[src/rtl/comp_fun_seq.sv]
// -----------------------------------------------------------------------------
// comp_fun_seq
//   Clocked, debounced code comparator. It holds a WIDTH-bit reference code and
//   compares a valid-qualified stream of sample codes against it. MATCH is only
//   reported after HOLD consecutive equal valid samples. Unequal valid samples
//   are counted in a saturating diagnostic counter.
//
// Parameters
//   WIDTH  bit width of reference and sample codes (>=1)
//   HOLD   consecutive equal valid samples needed to assert match (>=1)
//   CNT_W  width of the saturating mismatch counter (>=1)
//
// Ports
//   clk       in   rising-edge clock
//   rst_n     in   asynchronous reset, active-low
//   clear     in   synchronous clear to IDLE, zeroes counters (reference kept)
//   load      in   capture ref_in as the new reference and go ARMED
//   ref_in    in   reference code, sampled when load=1
//   valid     in   sample qualifier
//   sample    in   code compared against the stored reference
//   equal     out  registered result of the last valid compare
//   match     out  registered, high while debounced equality holds
//   state     out  FSM state: 00 IDLE, 01 ARMED, 10 MATCH
//   miss_cnt  out  saturating count of unequal valid samples
// -----------------------------------------------------------------------------
module comp_fun_seq #(
  parameter int WIDTH = 3,
  parameter int HOLD  = 4,
  parameter int CNT_W = 8
) (
  input  logic             clk,
  input  logic             rst_n,
  input  logic             clear,
  input  logic             load,
  input  logic [WIDTH-1:0] ref_in,
  input  logic             valid,
  input  logic [WIDTH-1:0] sample,
  output logic             equal,
  output logic             match,
  output logic [1:0]       state,
  output logic [CNT_W-1:0] miss_cnt
);

  localparam int              RC_W   = (HOLD < 1) ? 1 : $clog2(HOLD + 1);
  localparam logic [RC_W-1:0] HOLD_V = RC_W'(HOLD);

  typedef enum logic [1:0] {
    S_IDLE  = 2'b00,
    S_ARMED = 2'b01,
    S_MATCH = 2'b10,
    S_BAD   = 2'b11
  } state_t;

  state_t           st_q;
  logic [WIDTH-1:0] ref_reg;
  logic [RC_W-1:0]  run_cnt;
  logic             eq;
  logic [RC_W-1:0]  run_nxt;

  // Run length advance, held at HOLD so a long MATCH cannot wrap the counter.
  function automatic logic [RC_W-1:0] sat_run(input logic [RC_W-1:0] r);
    return (r >= HOLD_V) ? HOLD_V : r + RC_W'(1);
  endfunction

  // Mismatch counter advance, sticks at all-ones.
  function automatic logic [CNT_W-1:0] sat_miss(input logic [CNT_W-1:0] c);
    return (&c) ? c : c + CNT_W'(1);
  endfunction

  assign eq      = (sample == ref_reg);
  assign run_nxt = sat_run(run_cnt);
  assign state   = st_q;

  // Single registered FSM; clear outranks load, load outranks the sample.
  always_ff @(posedge clk or negedge rst_n) begin
    if (!rst_n) begin
      st_q     <= S_IDLE;
      ref_reg  <= '0;
      run_cnt  <= '0;
      equal    <= 1'b0;
      match    <= 1'b0;
      miss_cnt <= '0;
    end else if (clear) begin
      st_q     <= S_IDLE;
      run_cnt  <= '0;
      equal    <= 1'b0;
      match    <= 1'b0;
      miss_cnt <= '0;
    end else if (load) begin
      // The sample presented alongside load is dropped on purpose.
      ref_reg <= ref_in;
      run_cnt <= '0;
      equal   <= 1'b0;
      match   <= 1'b0;
      st_q    <= S_ARMED;
    end else begin
      case (st_q)
        S_IDLE: begin
          // Samples are ignored until a reference has been loaded.
        end
        S_ARMED: begin
          if (valid) begin
            if (eq) begin
              equal   <= 1'b1;
              run_cnt <= run_nxt;
              if (run_nxt == HOLD_V) begin
                match <= 1'b1;
                st_q  <= S_MATCH;
              end
            end else begin
              equal    <= 1'b0;
              run_cnt  <= '0;
              miss_cnt <= sat_miss(miss_cnt);
            end
          end
        end
        S_MATCH: begin
          if (valid) begin
            if (eq) begin
              equal   <= 1'b1;
              match   <= 1'b1;
              run_cnt <= run_nxt;
            end else begin
              equal    <= 1'b0;
              match    <= 1'b0;
              run_cnt  <= '0;
              miss_cnt <= sat_miss(miss_cnt);
              st_q     <= S_ARMED;
            end
          end
        end
        default: begin
          // Encoding 11 is never produced; recover to a clean IDLE.
          st_q    <= S_IDLE;
          run_cnt <= '0;
          equal   <= 1'b0;
          match   <= 1'b0;
        end
      endcase
    end
  end

endmodule

[config.mk]
export PLATFORM = sky130hd
export DESIGN_NAME = comp_fun_seq
export DESIGN_NICKNAME = d
export VERILOG_FILES = /design/src/rtl/comp_fun_seq.sv
export SDC_FILE = /design/constraint.sdc
export NUM_CORES = 1
export LEC_CHECK = 0
export BUFFER_PORTS_ARGS = -buffer_cell sky130_fd_sc_hd__buf_4
export CAP_MARGIN = 20
export CORE_MARGIN = 2
export CORE_UTILIZATION = 47
export DETAILED_ROUTE_END_ITERATION = 10
export MAX_ROUTING_LAYER = met4
export PLACE_DENSITY = 0.76
export SYNTH_ARGS = -nofsm -noshare
export SYNTH_HDL_FRONTEND = slang
export SYNTH_SLANG_ARGS = --single-unit
export TNS_END_PERCENT = 50
[constraint.sdc]
create_clock -name clk -period 2.14 [get_ports clk]
set_input_delay 0.321 -clock clk [delete_from_list [all_inputs] [get_ports clk]]
set_output_delay 0.321 -clock clk [all_outputs]
set_load 0.02 [all_outputs]
Yosys cells after proc, flatten, opt, wreduce, memory -nomap -nowiden. Index checks and enable logic that the tools add are counted.

Flip-flop bits (word level): 18. Input port bits: 11. Output and inout bits: 12. Word-level logic and storage cells: 65.

Add/sub/neg operators: 2. $lt $le $gt $ge: 1. Equal/unequal tests: 14. Mux-type cells: 31. Bitwise operators: 1. Reductions and logical operators: 10.

Operator list (number): two-way mux 8 bit (6); != test 4 bit (second input constant) (5); two-way mux 3 bit (5); two-way mux 2 bit (7); AND reduction 5 bit (2); two-way mux 1 bit (9); adder 8 x 1 -> 8 bit (second input constant) (1); AND reduction 8 bit (1); != test 2 bit (second input constant) (3); case mux 2 bit (3 select lines) (1); case mux 3 bit (2 select lines) (1); AND reduction 6 bit (1); != test 4 x 1 -> 1 bit (second input constant) (1); AND reduction 2 bit (2); nonzero test 2 bit (2); adder 3 x 1 -> 3 bit (second input constant) (1); equality test 3 bit (1); equality test 3 bit (second input constant) (1); >= comparator 3 bit (second input constant) (1); != test 3 bit (second input constant) (1); case mux 1 bit (3 select lines) (1); equality test 2 x 1 -> 1 bit (second input constant) (1); equality test 2 bit (second input constant) (1); zero test 2 bit (1); other kinds (3) (3).

Depth between registers and ports, before layout.
Depth after elaboration: 9. Mapped depth: 6. Mapped depth without buffers: 6.

Least setup slack after synthesis. OpenSTA, ideal clock, no wires.

Path type: register to register. From: reg st_q[0] (netlist: state[0]). To: reg miss_cnt[5]. Library setup time: 0.125 ns. Arrival time: 1.808 ns. Required time: 2.015 ns. Path slack: 0.208 ns. Stages on the path, launching flop included: 7. Buffers on the path: 0. Period minus slack after synthesis: 1.932 ns. Cell sequence: dfrtp_1 inv_1 ha_1 and3b_1 o31ai_2 nor4_1 mux2_2.

Word-level cells in the longest chain between the ends: 4. Elaborated cells on any way between the ends: 5.

Ends and longest elaborated chain: start, declared (RTL line 54) `state_t st_q;`; start signal, assigned (RTL line 77) `st_q <= S_IDLE;`; start signal, assigned (RTL line 84) `st_q <= S_IDLE;`; start signal, assigned (RTL line 95) `st_q <= S_ARMED;`; equality test 2 bit / equality test 2 x 1 -> 1 bit (equally long branches) (RTL line 97) `case (st_q)`; OR reduction 2 bit (no source line) *; nonzero test 2 bit (no source line) *; AND reduction 5 bit (no source line) *; end signal, assigned (RTL line 113) `miss_cnt <= sat_miss(miss_cnt);`; end signal, assigned (RTL line 127) `miss_cnt <= sat_miss(miss_cnt);`; end, declared (RTL line 41) `output logic [CNT_W-1:0] miss_cnt`.

Mark *: on every way between the ends. The rest lies on a longest branch, timed or not. A chain may end at the register's enable or synchronous reset.

Worst setup path after layout. Same ends and word-level chain as after synthesis.

==> impl_results.md <==
- Synth top cells by count: dfrtp_1, inv_1, nand2_1
- Max FFs per register: 8
- CTS tree: yes
- Post-Route WL: 2.27 mm
- FF-to-FF setup slack: 0.20 ns
- Warnings, synthesis: 0
- CP startpoint kind: flop
- Worst hold path startpoint: ref_in[1]
- Sw Share: 26.3%
- Combinational power share: 15.9%
- Max Slew Vio Count: 0
- Crit path time final: 1.94 ns
- Post-synthesis cell type count: 39
- Filler cells: 195
- Synth area leader: dfrtp_1
- Worst endpoint required time: 2.33 ns
- PD cells: 509 nW/µm²
- Pin count of the biggest net entering global routing: 19
- Area contributors post-synth: dfrtp_1, ha_1, mux2_2
- Gr ovfl total: 0
- Post-route setup TNS: 0 ns
- Clock Pin Slew Worst Setup and Hold Paths: 0.10 ns
- Storage element area: 450 µm²
- Crit Reg-Reg Endpoint: miss_cnt[5]
- Chip width: 52.2 µm
- WL per Instance: 14.1 µm
- Synth Register Bits: 18
- DR WL met3: 99 µm
- Post-route met1 wirelength: 1.02 mm
- Placed inst area: 1280 µm²
- DR iter-0 viols: 19
- Asr flop ratio synth: 100%
- Final ANT Viol Nets: 0
- Ys flop type: dfrtp_1
- Clk pwr share: 30.9%
- Max-slew headroom: 53.6%
- Num CTS Buffers: 3
- Root buf cell: clkbuf_4
- Most frequent cell after synthesis: dfrtp_1
- Max cap viols: 0
- Post-synth top area share: 41.3%
- VDD IR max: 0.326 mV
- Fmax: 514 MHz
- Fin crit share: 90.9%
- GRT Total Usage: 20.2%
- Post-layout instance area: 1340 µm²
- Worst Skew: 0.00277 ns
- Via density: 5.88
- Final Setup Violations: 0
- H-tree Lvls: 1
- Hold crit path type: input pin to flop
- Worst r2r path cells: 6
- Flop pwr share: 53.2%
- CP Capture Point: miss_cnt[5]
- Worst Tran Pin Value: 0.685 ns
- Core area: 2210 µm²
- Nature of the critical path endpoint: flop
- Starting Density: 49.3%
- Area Overhead vs Synth: 22.5%
- Detailed Routing Iterations Pass 1: 4
- RSZ-0062 raised after global routing: no
- Via count: 946
- Critical path class: flop to flop
- Crit Path Max Fanout: 9
- Mapped Nets: 125
- I/O Buffers: 22
- Post-Synthesis Cells: 108
- Met2 routed wirelength: 1.10 mm
- CP Launch Point: state[0]
- Clock latency at the later pin of the worst-skew pair: 0.29 ns
- Final HPWL DP: 1.72 mm
- Rows: 17
- Max layer used: met4
- Initial antenna violation count: 0
- Crit path arrival time: 2.13 ns
- Number of diodes: 0
- Sw Pwr: 0.179 mW
- CTS sink cnt: 18
- Die ar.: 2720 µm²
- Avg Inst Size Synth: 10.1 µm²
- EDFF count, synth: 0
- Share of cells above drive strength 1: 28.6%
- Number of top-level pins: 23
- First-pass GRT wire length: 4.01 mm
- P_int: 0.501 mW
- Clock tree buffer depth: 2
- Synthesized area: 1090 µm²
- Outcome: complete, no violations
- Static Leak: 0.605 nW
- Final Hold Fails: 0
- Footprint of the multi-input gates: 612 µm²
- Worst R2R Start: state[0]
- Post-layout net count: 151
- Vias in the first global route: 930
- Die Ht: 52.2 µm
- Sequential-to-total area share from yosys stat: 41.3%
- Final Wtd Congestion: 0.897
- # DRC: 0
worst min path at each step:
stage | end | depth (start not counted)
after floorplan | equal | 0
after detailed placement | miss_cnt[2] | 1
after CTS | ref_reg[0] | 2
final | ref_reg[1] | 2
after global placement | miss_cnt[5] | 1
after global routing | ref_reg[0] | 2
what timing repair did:
action	CTS	global route
hold buffers	1	0
setup endpoints to repair	0	1
setup buffers	0	0
hold endpoints to repair	18	0
resized for setup	0	1
per-stage QoR:
step	hold slack, ns	cells	total power, mW	setup WS, ns	utilization (%)
final	0.254	161	0.680	0.196	60.4
after global routing	0.242	161	0.725	0.0369	60.4
after CTS	0.250	161	0.689	0.114	60.1
after detailed placement	0.204	156	0.476	0.170	58.0
after global placement	0.203	156	0.473	0.265	58.0
after floorplan	0.0254	108	0.435	0.208	-
power groups by stage:
stage	Combinational (mW)	Sequential, mW	Clock (mW)
finish	0.108	0.362	0.210
global route	0.121	0.364	0.240
CTS	0.109	0.362	0.218
detailed placement	0.107	0.369	0
global placement	0.105	0.368	0
floorplan	0.0647	0.370	0
cell usage in the layout, fill, tap and decap left out, types with 3 or more instances in the layout:
cell type and instances:
or4_1 3, nand3_1 4, a21oi_1 6, clkbuf_4 3, ha_1 6, or3_1 3, nand2_1 7, nor2b_1 4
buf_4 22, dfrtp_1 18, inv_1 7, nor2_1 5, mux2_2 5
area by class of cell:
class                           count  area share, %
Clock buffer                        4           2.72
Inverter                            7           1.97
Multi-Input combinational cell     81           45.8
Sequential cell                    18           33.7
Tap cell                           28           2.62
Timing Repair Buffer               23           13.1
critical path: stages, from the launching register on:
cell,delay (ns)
dfrtp_1,0.41
inv_1,0.09
ha_1,0.33
and3b_1,0.21
o31ai_2,0.14
nor4_2,0.31
mux2_2,0.37
cell families after synthesis:
kind of cell               Yosys count  synth area share (%)
AOI/OAI and AO/OA                   29                  20.0
xor gates and xnor gates             3                  3.79
adders and majority gates            6                  6.89
buffers and inverters                9                  3.10
DFF                                 18                  41.3
muxes                                6                  6.08
and+or+nand+nor                     37                  18.8
routing by layer:
metal  vias to the layer above  track usage (%)
li1                        461                -
met1                       455             25.5
met2                        24             33.3
met3                         6             2.01
met4                         0             8.12
met5                         -                -
(Power assumes the default switching activity.)
